`src/rtl/pong_pkg.sv`:
```
// -----------------------------------------------------------------------------
// pong_pkg
// Shared types and constants for the pong match logic.
//   FIELD_MAX : largest legal coordinate on the 64x64 playfield
//   coord_t   : 6-bit unsigned playfield coordinate
//   score_t   : 4-bit unsigned player score
//   state_t   : match state machine encoding (idle/serve/play/point/over)
// -----------------------------------------------------------------------------
package pong_pkg;

  localparam int FIELD_MAX = 63;

  typedef logic [5:0] coord_t;
  typedef logic [3:0] score_t;

  typedef enum logic [2:0] {
    IDLE  = 3'd0,
    SERVE = 3'd1,
    PLAY  = 3'd2,
    POINT = 3'd3,
    OVER  = 3'd4
  } state_t;

endpackage

```
`src/rtl/paddle_hit_check.sv`:
```
// -----------------------------------------------------------------------------
// paddle_hit_check
// Combinational test of whether the ball sits on the face column of one
// paddle and within the rows that paddle covers.
//   Parameters:
//     PADDLE_H   : paddle height in rows (covers top .. top+PADDLE_H-1)
//     RIGHT_SIDE : 0 = paddle faces right (face is col+1),
//                  1 = paddle faces left  (face is col-1)
//   Ports:
//     bx, by : ball position
//     col    : column the paddle occupies
//     top    : top row of the paddle
//     hit    : ball is touching the paddle face
// -----------------------------------------------------------------------------
module paddle_hit_check #(
  parameter int PADDLE_H   = 8,
  parameter bit RIGHT_SIDE = 1'b0
) (
  input  logic [5:0] bx,
  input  logic [5:0] by,
  input  logic [5:0] col,
  input  logic [5:0] top,
  output logic       hit
);

  logic [6:0] face_x;
  logic [6:0] ball_x;
  logic [6:0] ball_y;
  logic [6:0] row_lo;
  logic [6:0] row_hi;

  // All compares are done one bit wider than a coordinate so a paddle whose
  // span runs past row 63 simply extends off the field instead of wrapping
  // back around to row 0.
  assign ball_x = {1'b0, bx};
  assign ball_y = {1'b0, by};
  assign row_lo = {1'b0, top};
  assign row_hi = row_lo + 7'(PADDLE_H - 1);
  assign face_x = RIGHT_SIDE ? ({1'b0, col} - 7'd1) : ({1'b0, col} + 7'd1);

  assign hit = (ball_x == face_x) && (ball_y >= row_lo) && (ball_y <= row_hi);

endmodule

```
`src/rtl/collision_score_unit.sv`:
```
// -----------------------------------------------------------------------------
// collision_score_unit
// Upstream stage of the ball mover. On every game tick it samples the ball
// and paddle positions, raises one-cycle collision / score strobes, and runs
// the match state machine with both score counters and the win decision.
//
// Build option:
//   PONG_DEUCE_EN - when defined a win needs score >= WIN_SCORE and a lead of
//                   at least two; a 14-14 tie is folded back to 13-13 so the
//                   4-bit counters never overflow. When undefined the first
//                   player to reach WIN_SCORE wins.
//
// Ports:
//   clk              : system clock, rising edge
//   reset            : asynchronous active-low reset
//   start            : level, begins a match from IDLE or OVER
//   tick             : one-cycle game-step enable
//   bx, by           : ball position
//   p1y, p2y         : top rows of the left / right paddles
//   paddle_collision : pulse, ball touched a paddle
//   wall_collision   : pulse, ball touched the top or bottom wall
//   sc1, sc2         : pulse, player 1 / player 2 scored
//   serve            : level, high while serving
//   score1, score2   : player scores
//   game_over        : level, high once the match is decided
//   winner           : 0 = player 1, 1 = player 2 (valid with game_over)
// -----------------------------------------------------------------------------
module collision_score_unit
  import pong_pkg::*;
#(
  parameter int WIN_SCORE   = 11,
  parameter int SERVE_TICKS = 32,
  parameter int PADDLE_H    = 8,
  parameter int PADDLE_L_X  = 2,
  parameter int PADDLE_R_X  = 61,
  parameter int HOLDOFF     = 2
) (
  input  logic       clk,
  input  logic       reset,
  input  logic       start,
  input  logic       tick,
  input  logic [5:0] bx,
  input  logic [5:0] by,
  input  logic [5:0] p1y,
  input  logic [5:0] p2y,
  output logic       paddle_collision,
  output logic       wall_collision,
  output logic       sc1,
  output logic       sc2,
  output logic       serve,
  output logic [3:0] score1,
  output logic [3:0] score2,
  output logic       game_over,
  output logic       winner
);

  localparam score_t     WIN_S      = score_t'(WIN_SCORE);
  localparam logic [7:0] SERVE_LOAD = 8'(SERVE_TICKS);
  localparam logic [2:0] HOLD_LOAD  = 3'(HOLDOFF);
  localparam coord_t     COL_L      = coord_t'(PADDLE_L_X);
  localparam coord_t     COL_R      = coord_t'(PADDLE_R_X);
  localparam coord_t     EDGE_MAX   = coord_t'(FIELD_MAX);

  state_t     state;
  logic [7:0] serve_cnt;
  logic [2:0] hold_cnt;
  logic       point_p2;

  logic       hit_l;
  logic       hit_r;
  logic       goal_right;
  logic       goal_left;
  logic       wall_hit;
  logic       paddle_ok;

  score_t     scorer_old;
  score_t     scorer_new;
  logic       win;
`ifdef PONG_DEUCE_EN
  score_t     other_score;
  logic       tie14;
`endif

  paddle_hit_check #(
    .PADDLE_H  (PADDLE_H),
    .RIGHT_SIDE(1'b0)
  ) u_left (
    .bx (bx),
    .by (by),
    .col(COL_L),
    .top(p1y),
    .hit(hit_l)
  );

  paddle_hit_check #(
    .PADDLE_H  (PADDLE_H),
    .RIGHT_SIDE(1'b1)
  ) u_right (
    .bx (bx),
    .by (by),
    .col(COL_R),
    .top(p2y),
    .hit(hit_r)
  );

  // Field events for the current sample; only acted on in PLAY with tick.
  // A paddle touch only counts once the holdoff window has expired, which
  // stops a ball lingering on the face from re-triggering the bounce.
  assign goal_right = (bx == EDGE_MAX);
  assign goal_left  = (bx == 6'd0);
  assign wall_hit   = (by == 6'd0) || (by == EDGE_MAX);
  assign paddle_ok  = (hit_l || hit_r) && (hold_cnt == 3'd0);

  // Score that the POINT cycle will write for whoever scored, and whether
  // that point ends the match.
  always_comb begin
    scorer_old = point_p2 ? score2 : score1;
    scorer_new = scorer_old + 4'd1;
`ifdef PONG_DEUCE_EN
    other_score = point_p2 ? score1 : score2;
    tie14       = (scorer_new == 4'd14) && (other_score == 4'd14);
    win         = (scorer_new >= WIN_S) &&
                  ({1'b0, scorer_new} >= ({1'b0, other_score} + 5'd2));
`else
    win         = (scorer_new == WIN_S);
`endif
  end

  // Match state machine, counters and all registered outputs. Pulses are
  // cleared every cycle and only raised for the single cycle after the tick
  // that qualified them.
  always_ff @(posedge clk or negedge reset) begin
    if (!reset) begin
      state            <= IDLE;
      serve_cnt        <= 8'd0;
      hold_cnt         <= 3'd0;
      point_p2         <= 1'b0;
      paddle_collision <= 1'b0;
      wall_collision   <= 1'b0;
      sc1              <= 1'b0;
      sc2              <= 1'b0;
      serve            <= 1'b0;
      score1           <= 4'd0;
      score2           <= 4'd0;
      game_over        <= 1'b0;
      winner           <= 1'b0;
    end else begin
      paddle_collision <= 1'b0;
      wall_collision   <= 1'b0;
      sc1              <= 1'b0;
      sc2              <= 1'b0;

      // Holdoff drains on every tick; a fresh paddle hit below overrides it.
      if (tick && (hold_cnt != 3'd0)) begin
        hold_cnt <= hold_cnt - 3'd1;
      end

      case (state)
        IDLE: begin
          if (start) begin
            score1    <= 4'd0;
            score2    <= 4'd0;
            serve_cnt <= SERVE_LOAD;
            serve     <= 1'b1;
            state     <= SERVE;
          end
        end

        SERVE: begin
          if (tick) begin
            serve_cnt <= serve_cnt - 8'd1;
            if (serve_cnt <= 8'd1) begin
              serve <= 1'b0;
              state <= PLAY;
            end
          end
        end

        PLAY: begin
          if (tick) begin
            // A goal outranks anything else seen on the same tick.
            if (goal_right) begin
              sc1      <= 1'b1;
              point_p2 <= 1'b0;
              state    <= POINT;
            end else if (goal_left) begin
              sc2      <= 1'b1;
              point_p2 <= 1'b1;
              state    <= POINT;
            end else begin
              if (paddle_ok) begin
                paddle_collision <= 1'b1;
                hold_cnt         <= HOLD_LOAD;
              end
              wall_collision <= wall_hit;
            end
          end
        end

        POINT: begin
          if (point_p2) begin
            score2 <= scorer_new;
          end else begin
            score1 <= scorer_new;
          end
`ifdef PONG_DEUCE_EN
          if (tie14) begin
            score1 <= 4'd13;
            score2 <= 4'd13;
          end
`endif
          if (win) begin
            game_over <= 1'b1;
            winner    <= point_p2;
            state     <= OVER;
          end else begin
            serve_cnt <= SERVE_LOAD;
            serve     <= 1'b1;
            state     <= SERVE;
          end
        end

        OVER: begin
          if (start) begin
            score1    <= 4'd0;
            score2    <= 4'd0;
            game_over <= 1'b0;
            serve_cnt <= SERVE_LOAD;
            serve     <= 1'b1;
            state     <= SERVE;
          end
        end

        default: begin
          state <= IDLE;
        end
      endcase
    end
  end

endmodule
```
`config.mk`:
```
export PLATFORM = sky130hd
export DESIGN_NAME = collision_score_unit
export DESIGN_NICKNAME = d
export VERILOG_FILES = /design/src/rtl/pong_pkg.sv /design/src/rtl/paddle_hit_check.sv /design/src/rtl/collision_score_unit.sv
export SDC_FILE = /design/constraint.sdc
export NUM_CORES = 1
export LEC_CHECK = 0
export CORE_MARGIN = 2
export CORE_UTILIZATION = 53
export DETAILED_ROUTE_END_ITERATION = 7
export HOLD_SLACK_MARGIN = 0.12
export PLACE_DENSITY = 0.8
export SLEW_MARGIN = 0
export SYNTH_ARGS = -nofsm -noshare
export SYNTH_HDL_FRONTEND = slang
export SYNTH_SLANG_ARGS = --single-unit
export TNS_END_PERCENT = 30
```
`constraint.sdc`:
```
create_clock -name clk -period 2.7 [get_ports clk]
set_clock_uncertainty 0.15 [all_clocks]
set_input_delay 0.81 -clock clk [delete_from_list [all_inputs] [get_ports clk]]
set_output_delay 0.81 -clock clk [all_outputs]
set_load 0.005 [all_outputs]
```
==> key figures, run 1 <==
Die
  – Num rows: 24
  – Core ar.: between 4000 and 5000 µm²
  – Initial core utilization: 0.556
  – Num ports: 43
  – Die Ht: 72.1 µm
  – Width of the die: between 70 and 80 µm
  – DIE AREA: 5190 µm²

Power
  – Logic pwr share: 0.429
  – Power after layout: 1.90 mW
  – Leak pwr: 1.60 nW
  – VDD IR-drop max: 308 µV
  – Clock share of power: 0.203
  – Switching portion of total power: 0.377
  – Psw: 0.717 mW
  – P per Cell Area: between 500 and 600 nW/µm²
  – Reg power frac: 0.369
  – Internal: 1.19 mW

Finish
  – Final Net Count: around 420
  – Fin util: 0.763
  – Share of layout cells above drive strength 1: 0.244
  – Layout area overhead: 37.2%
  – Diode count: 0
  – Fill cell count: around 310
  – Final Non-Filler Cells: 412

Route
  – DRT Pass-1 Iters: 4
  – Via density: 5.70
  – DRC: 0
  – WL final: 5.93 mm
  – Initial drt markers: 195
  – Drt wl/cell: 14.4 µm
  – DR vias: 2349
  – Routed Antenna Nets: 0

Yosys
  – Syn_nets: 331
  – Yosys warning count: 0
  – Post-synthesis cell area: ~2500 µm²
  – Yosys reg bits: 30
  – Syn_area_per_cell: around 9.1 µm²
  – EDFF count, synth: 0
  – Syn Inst Count: 271
  – Fraction of registers with async set/reset: 1.00
  – Post-synth cell types: 55
  – Most used flip-flop cell after synthesis: dfrtp_1
  – Sequential cell area fraction in the yosys report: 0.306

Timing
  – Period utilization: 1.06
  – PnR worst setup slack: -164 ps
  – Final Critical Period: 2860 ps
  – Slew @ Worst Pin: approximately 650 ps
  – Final Hold Vio Count: 0
  – Setup TNS: -254 ps
  – Max-slew headroom: 0.560
  – Max-slew violations: 0
  – Finish-stage setup viols: 3
  – Peak Freq: 349 MHz
  – Unrepaired setup endpoints after global routing: true

Global route
  – Vias in the first global route: 2326
  – First-pass GRT wire length: 10.2 mm
  – Global route overflow: 0
  – Largest net degree at the start of global routing: 31
  – Total GRT Usage: 0.248
  – Initial antenna violation count: 0

Outcome
  – Violated checks: setup timing
  – Status: finished, violations left

Clocking
  – Root buf cell: clkbuf_8
  – CTS Buffer Depth: 2
  – Clock slew at reported path FFs: 70 ps
  – Sink Count: 30
  – H-tree depth: 2
  – Total CTS buffers: 5
  – Worst-Skew Late Latency: 290 ps
  – # hold bufs at CTS: 0
  – CTS tree: done

Place
  – Final HPWL DP: 4.69 mm
  – Port bufs: 42
  – DP Cell Count: between 400 and 500
  – RePlAce Congestion: 0.841

Worst setup path
  – Worst-path fanout max: 2
  – CP arrival: 2870 ps
  – CP Launch Type: input port
  – Worst setup EP type: flop
  – Crit path kind: in -> reg
  – R2R setup slack: around 380 ps
  – Critical path data required time: between 2000 and 3000 ps

Min path
  – Hold WC Path Type: reg -> reg

Job
  – Max-capacitance violation count: 0
[worst paths after layout]
path,from,to,depth (start not counted)
setup / recovery,p2y[3],hold_cnt[1],10
hold / removal,serve_cnt[4],serve_cnt[4],1
setup reg to reg,point_p2,serve,8
hold reg to reg,serve_cnt[4],serve_cnt[4],1
max in group asynchronous,reset,serve_cnt[6],2
min in group asynchronous,reset,score2[2],2
[power groups by stage]
stage                     combinational, mW  sequential (mW)  clock [mW]
after floorplan                       0.535            0.668           0
after global placement                0.755            0.699           0
after detailed placement              0.792            0.706           0
after CTS                             0.815            0.698       0.388
after global routing                  0.929            0.719       0.402
final                                 0.816            0.702       0.385
[cell usage in the layout, fill, tap and decap left out, types with 3 or more instances in the layout]
cell,count
nor2_1,18
dlygate4sd2_1,5
nor3_2,4
ha_1,31
buf_4,44
a21oi_2,3
o21ai_0,4
xnor2_1,8
buf_6,3
clkdlybuf4s50_1,31
nor3_1,6
a31oi_1,11
nand3b_1,5
mux2_2,3
inv_1,21
clkbuf_8,6
nand2_1,24
nand3_1,7
a21oi_1,13
mux2i_1,4
o31ai_1,7
dfrtp_1,30
nand2b_1,4
nand4_1,3
a21o_1,6
[synth_stat cells, drive strengths merged, types with 6 or more instances]
cell,count,area [µm²]
ha,32,400
dfrtp,30,751
nand2,24,90.1
inv,23,86.3
nor2,20,98.8
a21oi,16,83.8
a31oi,11,68.8
nor3,10,50.1
nand3,9,45.0
xnor2,9,78.8
o31ai,7,52.6
a21o,6,45.0
[layout make-up]
| cell class | instances | area (µm²) | area share |
|---|---|---|---|
| clock buffer | 6 | 82.6 | 0.0245 |
| clock inverter | 2 | 12.5 | 0.00372 |
| inverter | 23 | 86.3 | 0.0256 |
| multi-input combinational | 213 | 1630 | 0.484 |
| sequential | 30 | 751 | 0.223 |
| tap | 52 | 65.1 | 0.0193 |
| timing repair buffer | 86 | 739 | 0.220 |
[worst max-delay path, cell delays in order]
cell and delay [ps]:
buf_6 70, inv_2 30, or3_4 380, xnor2_2 150, ha_1 320, nand3_2 90, a21o_1 150, a221o_1 330
and4b_1 210, or3_1 340
[registers in the layout (all words and copies together) (netlist names)]
signal,cells
serve_cnt,8
point_p2,1
sc1,1
serve,1
score1,4
winner,1
hold_cnt,3
paddle_collision,1
sc2,1
state,3
game_over,1
wall_collision,1
score2,4
[routing by layer]
metal,global-route usage,part of all wire
met1,0.318,0.45
met3,0.0444,0.051
met4,0.0797,0.011
met2,0.424,0.49
met5,0,0
[repair_timing]
item | CTS | global route
gates resized for setup | 43 | 2
buffers inserted | 2 | 0
pin swaps | 12 | 5
endpoints found under the setup margin | 4 | 4
[through the flow]
| stage | hold slack, ps | cell area, µm² | worst slack [ps] |
|---|---|---|---|
| after floorplan | 301 | 2450 | -297 |
| after global placement | 331 | 3210 | -820 |
| after detailed placement | 332 | 3210 | -900 |
| after CTS | 339 | 3350 | -218 |
| after global routing | 356 | 3370 | -253 |
| final | 350 | 3370 | -164 |
[cell families (layout without fill, tap and decap cells)]
kind of cell	after synthesis	after routing	synth area share
AND/OR/NAND/NOR	105	105	0.248
AO/OA/AOI/OAI	58	58	0.159
flip-flops	30	30	0.306
multiplexers	7	7	0.0301
adder cells (fa/ha/maj)	32	32	0.163
XOR/XNOR	11	11	0.0392
buffers and inverters	28	117	0.0550
No activity file was read; power rests on OpenSTA's default activity.
==> run 2, diff against run 1 <==
Settings changed: CORE_UTILIZATION 53 to 55, DONT_BUFFER_PORTS set to 1, PLACE_DENSITY 0.8 to 0.7, SETUP_SLACK_MARGIN set to 0.4.
==> run 2 against run 1 <==
The run still ends with setup timing left. Wire length is 3.5% lower. Hold slack lost 150 ps. Critical path depth down 1. Combinational power fell by 11%. Die area down 3.4%. Setup slack better by 65 ps. First-iteration DRC count decreased by 38%. Clock-buffer cell count rose by 1. Largest cell class unchanged. Maximum frequency increased by 2.3%.
==> key figures, run 2 (synthesis results as in run 1) <==
Die
  – Num ports: 43
  – Core ar.: 4320 µm²
  – Num rows: 24
  – DIE AREA: 5010 µm²
  – Width of the die: 70.8 µm
  – Initial core utilization: 0.568
  – Die Ht: approximately 71 µm

Global route
  – Initial antenna violation count: 0
  – First-pass GRT wire length: about 9.3 mm
  – Global route overflow: 0
  – Vias in the first global route: approximately 2.1k
  – Largest net degree at the start of global routing: 31
  – Total GRT Usage: 0.231

Clocking
  – H-tree depth: 2
  – Root buf cell: clkbuf_8
  – Sink Count: 30
  – Total CTS buffers: 5
  – Clock slew at reported path FFs: 70 ps
  – CTS Buffer Depth: 2
  – Worst-Skew Late Latency: around 280 ps
  – CTS tree: done

Outcome
  – Violated checks: setup timing
  – Status: finished, violations left

Timing
  – Final Hold Vio Count: 0
  – Peak Freq: ~360 MHz
  – Hold Worst Slack: about 200 ps
  – PnR worst setup slack: -98.5 ps
  – Period utilization: 1.04
  – Finish-stage setup viols: 1
  – Max-slew violations: 0
  – Max-slew headroom: 0.671
  – Slew @ Worst Pin: 489 ps
  – Final Critical Period: roughly 2800 ps
  – Unrepaired setup endpoints after global routing: true

Finish
  – Layout area overhead: 17.1%
  – Final instance area: 2870 µm²
  – Final Net Count: 350
  – Storage element area: 751 µm²
  – Area of the multi-input gates: between 1500 and 2000 µm²
  – Max reg flops: 8
  – Diode count: 0
  – Share of layout cells above drive strength 1: 0.227
  – Largest Register: serve_cnt
  – Most frequent cells in the layout: 30 x dfrtp_1, 29 x ha_1, 23 x nand2_1
  – Leading cell type in the layout, fill and taps excluded: dfrtp_1
  – Fill cell count: ~340
  – Biggest regs: serve_cnt (8), score1 (4), score2 (4)
  – Final Non-Filler Cells: ~340

Route
  – WL final: 5.72 mm
  – DR vias: 2067
  – DRT Pass-1 Iters: 5
  – Via density: 6.03
  – WL met3: ~270 µm
  – Routed Antenna Nets: 0
  – Metal-1 WL: 2.43 mm
  – Max layer used: met4
  – DRC: 0
  – Drt wl/cell: 16.7 µm
  – Metal2 WL: 2.89 mm
  – Initial drt markers: 121

Power
  – Leak pwr: 1.34 nW
  – Logic pwr share: 0.400
  – Power after layout: approximately 1.8 mW
  – Switching portion of total power: 0.383
  – Clock share of power: 0.207
  – Reg power frac: 0.393
  – Psw: 0.696 mW
  – P per Cell Area: 632 nW/µm²
  – VDD IR-drop max: 312 µV
  – Internal: 1.12 mW

Min path
  – Hold WC Path Type: in -> async

Place
  – DP Cell Count: 333
  – DP Area: between 2000 and 3000 µm²
  – RePlAce Congestion: 0.850
  – Final HPWL DP: 4.04 mm
  – Port bufs: 0

Worst setup path
  – Worst setup EP type: flop
  – Worst-path fanout max: 2
  – CP arrival: 2800 ps
  – CP Launch Type: input port
  – Crit path kind: in -> reg
  – Critical path data required time: roughly 2700 ps

Job
  – Max-capacitance violation count: 0
run 2: power groups by stage:
stage,Combinational [mW],Clock (mW),Sequential (mW)
2_1_floorplan,0.535,0,0.668
3_3_place_gp,0.598,0,0.710
3_5_place_dp,0.616,0,0.715
4_1_cts,0.665,0.379,0.709
5_1_grt,0.824,0.403,0.737
6_report,0.727,0.376,0.714
run 2: metrics by stage:
step	TNS [ps]	utilization	setup slack, ps
2_1_floorplan	-463	-	-297
3_3_place_gp	-882	0.598	-317
3_5_place_dp	-1170	0.598	-406
4_1_cts	-64.3	0.634	-64.3
5_1_grt	-184	0.665	-161
6_report	-98.5	0.665	-98.5
run 2: layout make-up:
cell class	count	share of cell area
multi-input cells	213	0.597
flip-flops and latches	30	0.261
repair buffers	17	0.0501
inverters	23	0.0370
clock buffers	7	0.0300
well taps	52	0.0226
clock inverters	1	0.00174
run 2: final timing paths:
check / end / slack, ps / start / cells past startpoint
setup / recovery: hold_cnt[1] / -100 / p2y[4] / 9
hold / removal: score2[2] / 200 / reset / 1
setup reg to reg: winner / 480 / point_p2 / 6
hold reg to reg: serve_cnt[7] / 350 / serve_cnt[7] / 1
max in group asynchronous: sc2 / 2030 / reset / 1
min in group clk: serve_cnt[7] / 350 / serve_cnt[7] / 1
run 2: worst max-delay path: stages:
cell     delay, ps
inv_8           10
or3_4          390
xnor2_2        140
ha_1           300
nand3_2         80
a21o_1         170
a221o_1        330
and4b_1        220
or3_1          340
run 2: timing repair:
item | CTS | global route
pin swaps | 7 | 14
hold buffers | 1 | 0
endpoints found under the setup margin | 4 | 14
setup buffers | 1 | 0
resized for setup | 9 | 32
endpoints found under the hold margin | 30 | 0
run 2: metal layers:
layer	up-vias	GRT usage
li1	1022	-
met1	961	0.287
met2	69	0.408
met3	15	0.0427
met4	0	0.0671
met5	-	0
